## src/rtl/mem_alu_pkg.sv

```systemverilog
`default_nettype none
// ============================================================================
//  Module      : mem_alu_pkg
//  Description : Shared constants for the mem_alu block: storage geometry
//                and ALU operation encodings.
//  Revision    : 1.0 - initial release
// ============================================================================
package mem_alu_pkg;

  // Storage geometry: 32 words, so every 5-bit address is in range.
  localparam int DEPTH  = 32;
  localparam int ADDR_W = 5;

  // ALU operation select encodings (alucont).
  localparam logic [1:0] ALU_ADD = 2'b00;
  localparam logic [1:0] ALU_SUB = 2'b01;
  localparam logic [1:0] ALU_AND = 2'b10;
  localparam logic [1:0] ALU_OR  = 2'b11;

endpackage
`default_nettype wire

```

## src/rtl/alu.sv

```systemverilog
`default_nettype none
// ============================================================================
//  Module      : alu
//  Description : Purely combinational N-bit ALU. Add and subtract wrap
//                modulo 2^N; there is no carry or overflow output.
//  Revision    : 1.0 - initial release
//
//  Parameters  : N   - operand / result width
//  Ports       : a   in  [N-1:0] operand A
//                b   in  [N-1:0] operand B
//                op  in  [1:0]   operation select (ALU_ADD/SUB/AND/OR)
//                y   out [N-1:0] result
// ============================================================================
module alu
  import mem_alu_pkg::*;
#(
  parameter int N = 32
) (
  input  logic [N-1:0] a,
  input  logic [N-1:0] b,
  input  logic [1:0]   op,
  output logic [N-1:0] y
);

  always_comb begin
    y = '0;
    case (op)
      ALU_ADD: y = a + b;
      ALU_SUB: y = a - b;
      ALU_AND: y = a & b;
      ALU_OR:  y = a | b;
      default: y = '0;
    endcase
  end

endmodule
`default_nettype wire

```

## src/rtl/mem_alu.sv

```systemverilog
`default_nettype none
// ============================================================================
//  Module      : mem_alu
//  Description : 32 x N register storage with one write port, two
//                combinational read ports and a combinational ALU fed by
//                the two read ports. Reset clears every word immediately.
//  Revision    : 1.0 - initial release
//
//  Parameters  : N        - word / operand width (default 32)
//  Macro       : MEM_ALU_BYPASS_EN - when defined, a read whose address
//                matches the write address during a write returns wdata
//                combinationally instead of the stored word.
//  Ports       : clk      in  clock, writes on rising edge
//                rst      in  asynchronous active-low reset
//                addr1    in  [4:0]   read port 1 address / write address
//                addr2    in  [4:0]   read port 2 address
//                wdata    in  [N-1:0] write data
//                re       in  read enable (both ports)
//                wr       in  write enable
//                alucont  in  [1:0]   ALU operation select
//                rdata1   out [N-1:0] read data, port 1 (0 when re=0)
//                rdata2   out [N-1:0] read data, port 2 (0 when re=0)
//                alu_y    out [N-1:0] ALU result of rdata1 op rdata2
// ============================================================================
module mem_alu
  import mem_alu_pkg::*;
#(
  parameter int N = 32
) (
  input  logic              clk,
  input  logic              rst,
  input  logic [ADDR_W-1:0] addr1,
  input  logic [ADDR_W-1:0] addr2,
  input  logic [N-1:0]      wdata,
  input  logic              re,
  input  logic              wr,
  input  logic [1:0]        alucont,
  output logic [N-1:0]      rdata1,
  output logic [N-1:0]      rdata2,
  output logic [N-1:0]      alu_y
);

  // Packed so the whole array can be cleared in one assignment on reset.
  logic [DEPTH-1:0][N-1:0] mem_q;
  logic [DEPTH-1:0][N-1:0] mem_d;

  always_comb begin
    mem_d = mem_q;
    if (wr) begin
      mem_d[addr1] = wdata;
    end
  end

  // Reset is asynchronous, so a write coinciding with reset is lost.
  always_ff @(posedge clk or negedge rst) begin
    if (!rst) begin
      mem_q <= '0;
    end else begin
      mem_q <= mem_d;
    end
  end

  // Combinational read ports; disabled reads return zero.
  always_comb begin
    rdata1 = '0;
    rdata2 = '0;
    if (re) begin
      rdata1 = mem_q[addr1];
      rdata2 = mem_q[addr2];
`ifdef MEM_ALU_BYPASS_EN
      // Forward the word being written to any port reading that address.
      if (wr) begin
        rdata1 = wdata;
        if (addr2 == addr1) begin
          rdata2 = wdata;
        end
      end
`endif
    end
  end

  alu #(
    .N (N)
  ) u_alu (
    .a  (rdata1),
    .b  (rdata2),
    .op (alucont),
    .y  (alu_y)
  );

endmodule
`default_nettype wire

```

## config.mk

```make
export PLATFORM = sky130hd
export DESIGN_NAME = mem_alu
export DESIGN_NICKNAME = d
export VERILOG_FILES = /design/src/rtl/mem_alu_pkg.sv /design/src/rtl/alu.sv /design/src/rtl/mem_alu.sv
export SDC_FILE = /design/constraint.sdc
export NUM_CORES = 2
export LEC_CHECK = 0
export CAP_MARGIN = 20
export CORE_AREA = 2 2 324 326
export DETAILED_ROUTE_END_ITERATION = 6
export DIE_AREA = 0 0 326 328
export PLACE_DENSITY = 0.78
export SLEW_MARGIN = 20
export SYNTH_ARGS = -nofsm -noshare
export SYNTH_HDL_FRONTEND = slang
export SYNTH_SLANG_ARGS = --single-unit
```

## constraint.sdc

```tcl
create_clock -name clk -period 10.6 [get_ports clk]
set_clock_uncertainty 0.1 [all_clocks]
set_input_delay 2.12 -clock clk [delete_from_list [all_inputs] [get_ports clk]]
set_output_delay 2.12 -clock clk [all_outputs]
set_load 0.005 [all_outputs]
```

# Word-level counts from Yosys, hierarchy flattened
# Cells that the tools add are included.
word_totals:
  inputBits: 48
  regBits: 1024
  word_cells: 54
op_classes:
  n_mux: 10
  n_reduce_logical: 2
  bitwise_logic: 2
  n_eq_ne: 3
  addsub: 2
  n_lt_le_gt_ge: 3
op_table:
  columns: ["operator", "n"]
  rows:
  - ["1024-bit bitwise mux", 1]
  - ["32-bit binary-select mux with 5-bit select", 2]
  - ["32-bit demux with 5-bit select", 1]
  - ["32-bit 2-to-1 mux", 5]
  - ["32-bit one-hot mux with 4 select lines", 1]
  - ["32-bit adder", 1]
  - ["32-bit bitwise AND", 1]
  - ["32-bit OR", 1]
  - ["32-bit subtractor", 1]
  - ["5-bit by 6-bit < comparator with 1-bit output (second input constant)", 2]
  - ["5-bit by 1-bit greater-or-equal comparator with 1-bit output (second input constant)", 1]
  - ["2-bit equality test (second input constant)", 2]
  - ["2-bit by 1-bit equality test with 1-bit output (second input constant)", 1]
  - ["2-bit zero test", 1]
  - ["1-bit logical AND", 1]

# Depth between registers and ports, before layout
logic_depth:
  ltp_word: 5
  ltp_mapped: 28

# By module
# From an unflattened synthesis, not the netlist that was laid out.
hier_totals:
  hier_cells: 3875
  area_unflattened_um2: 56764.4
modules_own_cells:
  columns: ["module", "cells_per_inst", "instances", "seq_area_each_um2", "area_each_um2"]
  rows:
  - ["mem_alu", 3431, 1, 25624.6, 53749.0]
  - ["alu", 444, 1, 0.0, 3015.4]

# Worst setup path before layout
# Ideal clock, no wire load.
synth_path:
  path_kind: "input port to output port"
  from: "input port addr1[0]"
  to: "output port alu_y[30]"
  path_slack_ns: 0.778
  path_stages: 23
  arrival_ns: 7.602
  path_cell_list: "buf_2 > clkbuf_1 > buf_2 > buf_1 > clkbuf_1 > buf_2 > mux4_2 > a22oi_1 > nand4_1 > nand2_1 > ha_1 > inv_1 > fa_1 > a21o_1 > a21oi_1 > nand3b_1 > nand2_1 > o211ai_1 > a21oi_1 > o311ai_0 > o21ai_0 > xnor2_1 > o21ai_0"
synth_between:
  elab_chain_len: 5
  elab_cells_between_ends: 8
synth_rtl:
  columns: ["item", "line", "rtl"]
  rows:
  - ["start: declaration", "mem_alu.sv:32", "input logic [ADDR_W-1:0] addr1,"]
  - ["32-bit binary-select mux with 5-bit select *", "mem_alu.sv:68", "rdata1 = mem_q[addr1];"]
  - ["32-bit 2-to-1 mux (implied by the code) *", "mem_alu.sv:68", null]
  - ["32-bit 2-to-1 mux *", "mem_alu.sv:67", "if (re) begin"]
  - ["32-bit subtractor (tied with other cells)", "alu.sv:29", "ALU_SUB: y = a - b;"]
  - ["32-bit one-hot mux with 4 select lines *", "alu.sv:27", "case (op)"]
  - ["end: declaration", "mem_alu.sv:40", "output logic [N-1:0] alu_y"]
# Mark *: on every way between the ends. The rest lies on a longest branch, timed or not. The select of a mux whose other input is x is not followed.

# Final worst setup path
layout_path:
  from: "input port addr2[0]"
  to: "output port alu_y[31]"
layout_between:
  elab_chain_len: 5
  elab_cells_between_ends: 8
layout_rtl:
  columns: ["item", "line", "rtl"]
  rows:
  - ["start: declaration", "mem_alu.sv:33", "input logic [ADDR_W-1:0] addr2,"]
  - ["32-bit binary-select mux with 5-bit select *", "mem_alu.sv:69", "rdata2 = mem_q[addr2];"]
  - ["32-bit 2-to-1 mux (implied by the code) *", "mem_alu.sv:69", null]
  - ["32-bit 2-to-1 mux *", "mem_alu.sv:67", null]
  - ["32-bit subtractor (tied with other cells)", "alu.sv:29", null]
  - ["32-bit one-hot mux with 4 select lines *", "alu.sv:27", null]
# Marked as above.

==> impl_metrics.toml <==
[setup_path]
reg2reg_from = "mem_q[592]$_DFFE_PN0P_"
setup.worst_path.class = "in -> out"
timing.reg2reg.worst_path_depth = 1
startpoint_type = "input port"
critical_path_arrival_ns = 8.06
crit_required_ns = 8.38
reg2reg_setup_slack_ns = 9.66
worst_setup_ep_type = "output port"
critical_path.reg2reg.endpoint = "mem_q[592]$_DFFE_PN0P_"
critical_path.max_fanout = 19

[synth]
synth.distinct_cells = 72
synth_enable_flop_cells = 0
yosys_register_bits = 1024
synth_fp_nets = 3867
synthesis.area_per_instance_sq_um = 15.0
synth.yosys.warnings = 0
synth_sequential_area_ratio = 0.452
post_synthesis_instance_area_sq_um = 56700
yosysTopAreaCellShare = 0.452
async_s_r_ff_share_synth = 1.00
synthCells = 3784
yosys.area.top_type = "sky130_fd_sc_hd__dfrtp_1"
synthFlopType = "sky130_fd_sc_hd__dfrtp_1"
synth_top_cells_by_area = "sky130_fd_sc_hd__dfrtp_1, sky130_fd_sc_hd__mux2_2, sky130_fd_sc_hd__mux4_2"

[run_status]
outcome = "finished clean"

[die]
core-area_sq_um = 103000
die-height_microns = 328
placementRows = 118
number_of_primary_i_o_pins = 144
die-area_sq_um = 107000
die_x_microns = 326
start_util = 0.549

[routing]
drtIter0Drc = 4823
route.detailed.drc = 0
drt-vias-per-instance = 7.17
dr.pass1.iters = 6
total_number_of_vias = 38200
detail-route-antenna-nets = 0
total_routed_wirelength_microns = 178000
wire_per_inst_microns = 33.4

[grt]
global_route_congestion_overflow_total = 0
via_count_of_the_first_global_routing_pass = 38400
grt_first_pass_wirelength_microns = 264000
grt_antenna_before_repair = 10
track_usage = 0.336
grt_start_max_net_pins = 174

[placement]
numPortBuffers = 143
gpl.final_weighted_congestion = 0.912
hpwl_microns = 108000

[pwr]
total_power_uw = 12100
power_leakage_uw = 0.0272
peakVddDrop_uv = 141
power-per-cell-area_nw_per_um2 = 189

[timing]
finalSetupViolations = 0
hold_viol_final = 0
finalSetupTns_ns = 0
max_freq_ghz = 0.0973
period_minus_slack_ns = 10.28
post-route-period-util = 0.970
slew_viol_final = 0
timing_worst_slew_pin_value_ns = 1.21
relSlewSlack = 0.194

[cts]
cts_made_buffers = 103
htree_num_levels = 3
clk_transition_reported_paths_ns = 0.06
cts_tree = "yes"
worst_skew_pair.late_latency_ns = 0.69
clock_tree.root_cell = "sky130_fd_sc_hd__clkbuf_16"
cts_sinks = 1024
cts.path.max_buffers = 3
cts.hold.buffers_added = 0

[finish]
post-route-util = 0.621
area_delta_synth_final_pct = 13.1
ratio_of_cells_with_drive_above_1_in_the_final_layout = 0.513
largest_reg_flops = 1024
top_register = "mem_q"
finalNetCount = 3938
biggestRegsByFlops = "mem_q (1024)"

[hold_path]
worstHoldStart = "mem_q[798]$_DFFE_PN0P_"
min_delay_worst_endpoint = "mem_q[798]$_DFFE_PN0P_"
whs_path_depth = 1
worstHoldPathType = "reg -> reg"

[flow_run]
drv.max_cap_violation_count = 0
[synth_stat cells, types with 25 or more instances]
| library cell | number |
|---|---|
| sky130_fd_sc_hd__a221oi_1 | 45 |
| sky130_fd_sc_hd__buf_2 | 51 |
| sky130_fd_sc_hd__a22oi_1 | 83 |
| sky130_fd_sc_hd__xor2_1 | 27 |
| sky130_fd_sc_hd__nor2_1 | 67 |
| sky130_fd_sc_hd__mux2_2 | 1032 |
| sky130_fd_sc_hd__o21ai_0 | 55 |
| sky130_fd_sc_hd__nand2_1 | 74 |
| sky130_fd_sc_hd__xnor2_1 | 31 |
| sky130_fd_sc_hd__clkbuf_1 | 257 |
| sky130_fd_sc_hd__a22o_1 | 45 |
| sky130_fd_sc_hd__a21oi_1 | 46 |
| sky130_fd_sc_hd__mux4_2 | 502 |
| sky130_fd_sc_hd__mux2i_1 | 39 |
| sky130_fd_sc_hd__ha_1 | 34 |
| sky130_fd_sc_hd__maj3_1 | 25 |
| sky130_fd_sc_hd__dfrtp_1 | 1024 |
| sky130_fd_sc_hd__buf_1 | 52 |
| sky130_fd_sc_hd__a31oi_1 | 33 |
[per-stage QoR]
stage	hold WS [ns]	setup WS, ns	instances	instance area [sq um]
6_report	0.421	0.320	5324	64100
5_1_grt	0.431	-0.00333	5324	64100
4_1_cts	0.423	0.0137	5319	64000
3_5_place_dp	0.409	-0.0598	5127	60200
3_3_place_gp	0.400	0.0577	5127	60200
2_1_floorplan	0.390	0.778	3784	56700
[final cells by class]
cell class                 count  area, sq um
clock inverter                51          743
clock buffer                 140         2960
timing repair buffer         353         3400
multi-input combinational   2353        29500
sequential                  1024        25600
tap                         1380         1730
antenna                        3         7.51
fill                        7337        39100
inverter                      20         75.1
[critical path, cell delays in order]
cell and delay [ns]:
sky130_fd_sc_hd__buf_12 0.18, sky130_fd_sc_hd__buf_12 0.20, sky130_fd_sc_hd__mux4_1 0.56, sky130_fd_sc_hd__mux4_2 0.48, sky130_fd_sc_hd__o221a_2 0.34, sky130_fd_sc_hd__a2111oi_4 0.30, sky130_fd_sc_hd__nand4b_1 0.15, sky130_fd_sc_hd__buf_4 0.18
sky130_fd_sc_hd__or4_4 0.55, sky130_fd_sc_hd__buf_4 0.17, sky130_fd_sc_hd__o21ai_0 0.21, sky130_fd_sc_hd__xor2_1 0.12, sky130_fd_sc_hd__ha_1 0.23, sky130_fd_sc_hd__a21o_1 0.16, sky130_fd_sc_hd__a21o_1 0.17, sky130_fd_sc_hd__a21o_1 0.18
sky130_fd_sc_hd__a21oi_1 0.15, sky130_fd_sc_hd__o21bai_1 0.09, sky130_fd_sc_hd__or3_1 0.33, sky130_fd_sc_hd__o21ai_1 0.17, sky130_fd_sc_hd__o21ai_0 0.14, sky130_fd_sc_hd__xnor2_1 0.16, sky130_fd_sc_hd__o22ai_1 0.17, sky130_fd_sc_hd__clkdlybuf4s50_1 0.52
[timing repair]
item | in CTS | in global routing
gates cloned | 1 | 1
buffers inserted | 0 | 1
setup endpoints to repair | 3 | 7
endpoints found under the hold margin | 0 | 0
gates resized for setup | 2 | 21
pin swaps | 1 | 3
[layer usage]
metal	global-route usage	wire length, microns
met2	0.490	78800
met1	0.460	66700
met4	0.147	8990
met3	0.114	23500
met5	0	68
[how the worst max path moves through the flow]
stage | start | end | cells past startpoint
after CTS | addr2[0] | alu_y[29] | 23
after global placement | addr2[0] | alu_y[29] | 21
after floorplan | addr1[0] | alu_y[30] | 23
final | addr2[0] | alu_y[31] | 24
after detailed placement | addr2[0] | alu_y[29] | 24
after global routing | addr2[0] | alu_y[30] | 26
[power by group]
group	total (uW)	switching, uW	internal [uW]	leakage [uW]
combinational	2900	1180	1720	0.0123
sequential	5250	571	4680	0.0131
clock	3970	1660	2310	0.00179
[cells by family after synthesis]
kind of cell               Yosys count  share of synthesized area
and+or+nand+nor                    239                     0.0211
adders and majority gates           60                     0.0123
xor gates and xnor gates            58                    0.00897
AOI/OAI and AO/OA                  399                     0.0509
DFF                               1024                      0.452
muxes                             1597                      0.423
buffers and inverters              407                     0.0317
[placed cells by master (no fill, tap or decap), types with 27 or more instances in the layout]
cell type,netlist,routed
sky130_fd_sc_hd__mux2_2,1032,1032
sky130_fd_sc_hd__dfrtp_1,1024,1024
sky130_fd_sc_hd__mux4_2,502,502
sky130_fd_sc_hd__buf_4,9,180
sky130_fd_sc_hd__clkdlybuf4s50_1,0,126
sky130_fd_sc_hd__clkbuf_16,0,105
sky130_fd_sc_hd__a22oi_1,83,83
sky130_fd_sc_hd__nand2_1,74,66
sky130_fd_sc_hd__o21ai_0,55,53
sky130_fd_sc_hd__a21oi_1,46,46
sky130_fd_sc_hd__a22o_1,45,45
sky130_fd_sc_hd__a221oi_1,45,44
sky130_fd_sc_hd__nor2_1,67,42
sky130_fd_sc_hd__mux2i_1,39,38
sky130_fd_sc_hd__ha_1,34,34
sky130_fd_sc_hd__a31oi_1,33,32
sky130_fd_sc_hd__xnor2_1,31,31
sky130_fd_sc_hd__xor2_1,27,27
No activity file was read; power rests on OpenSTA's default activity.
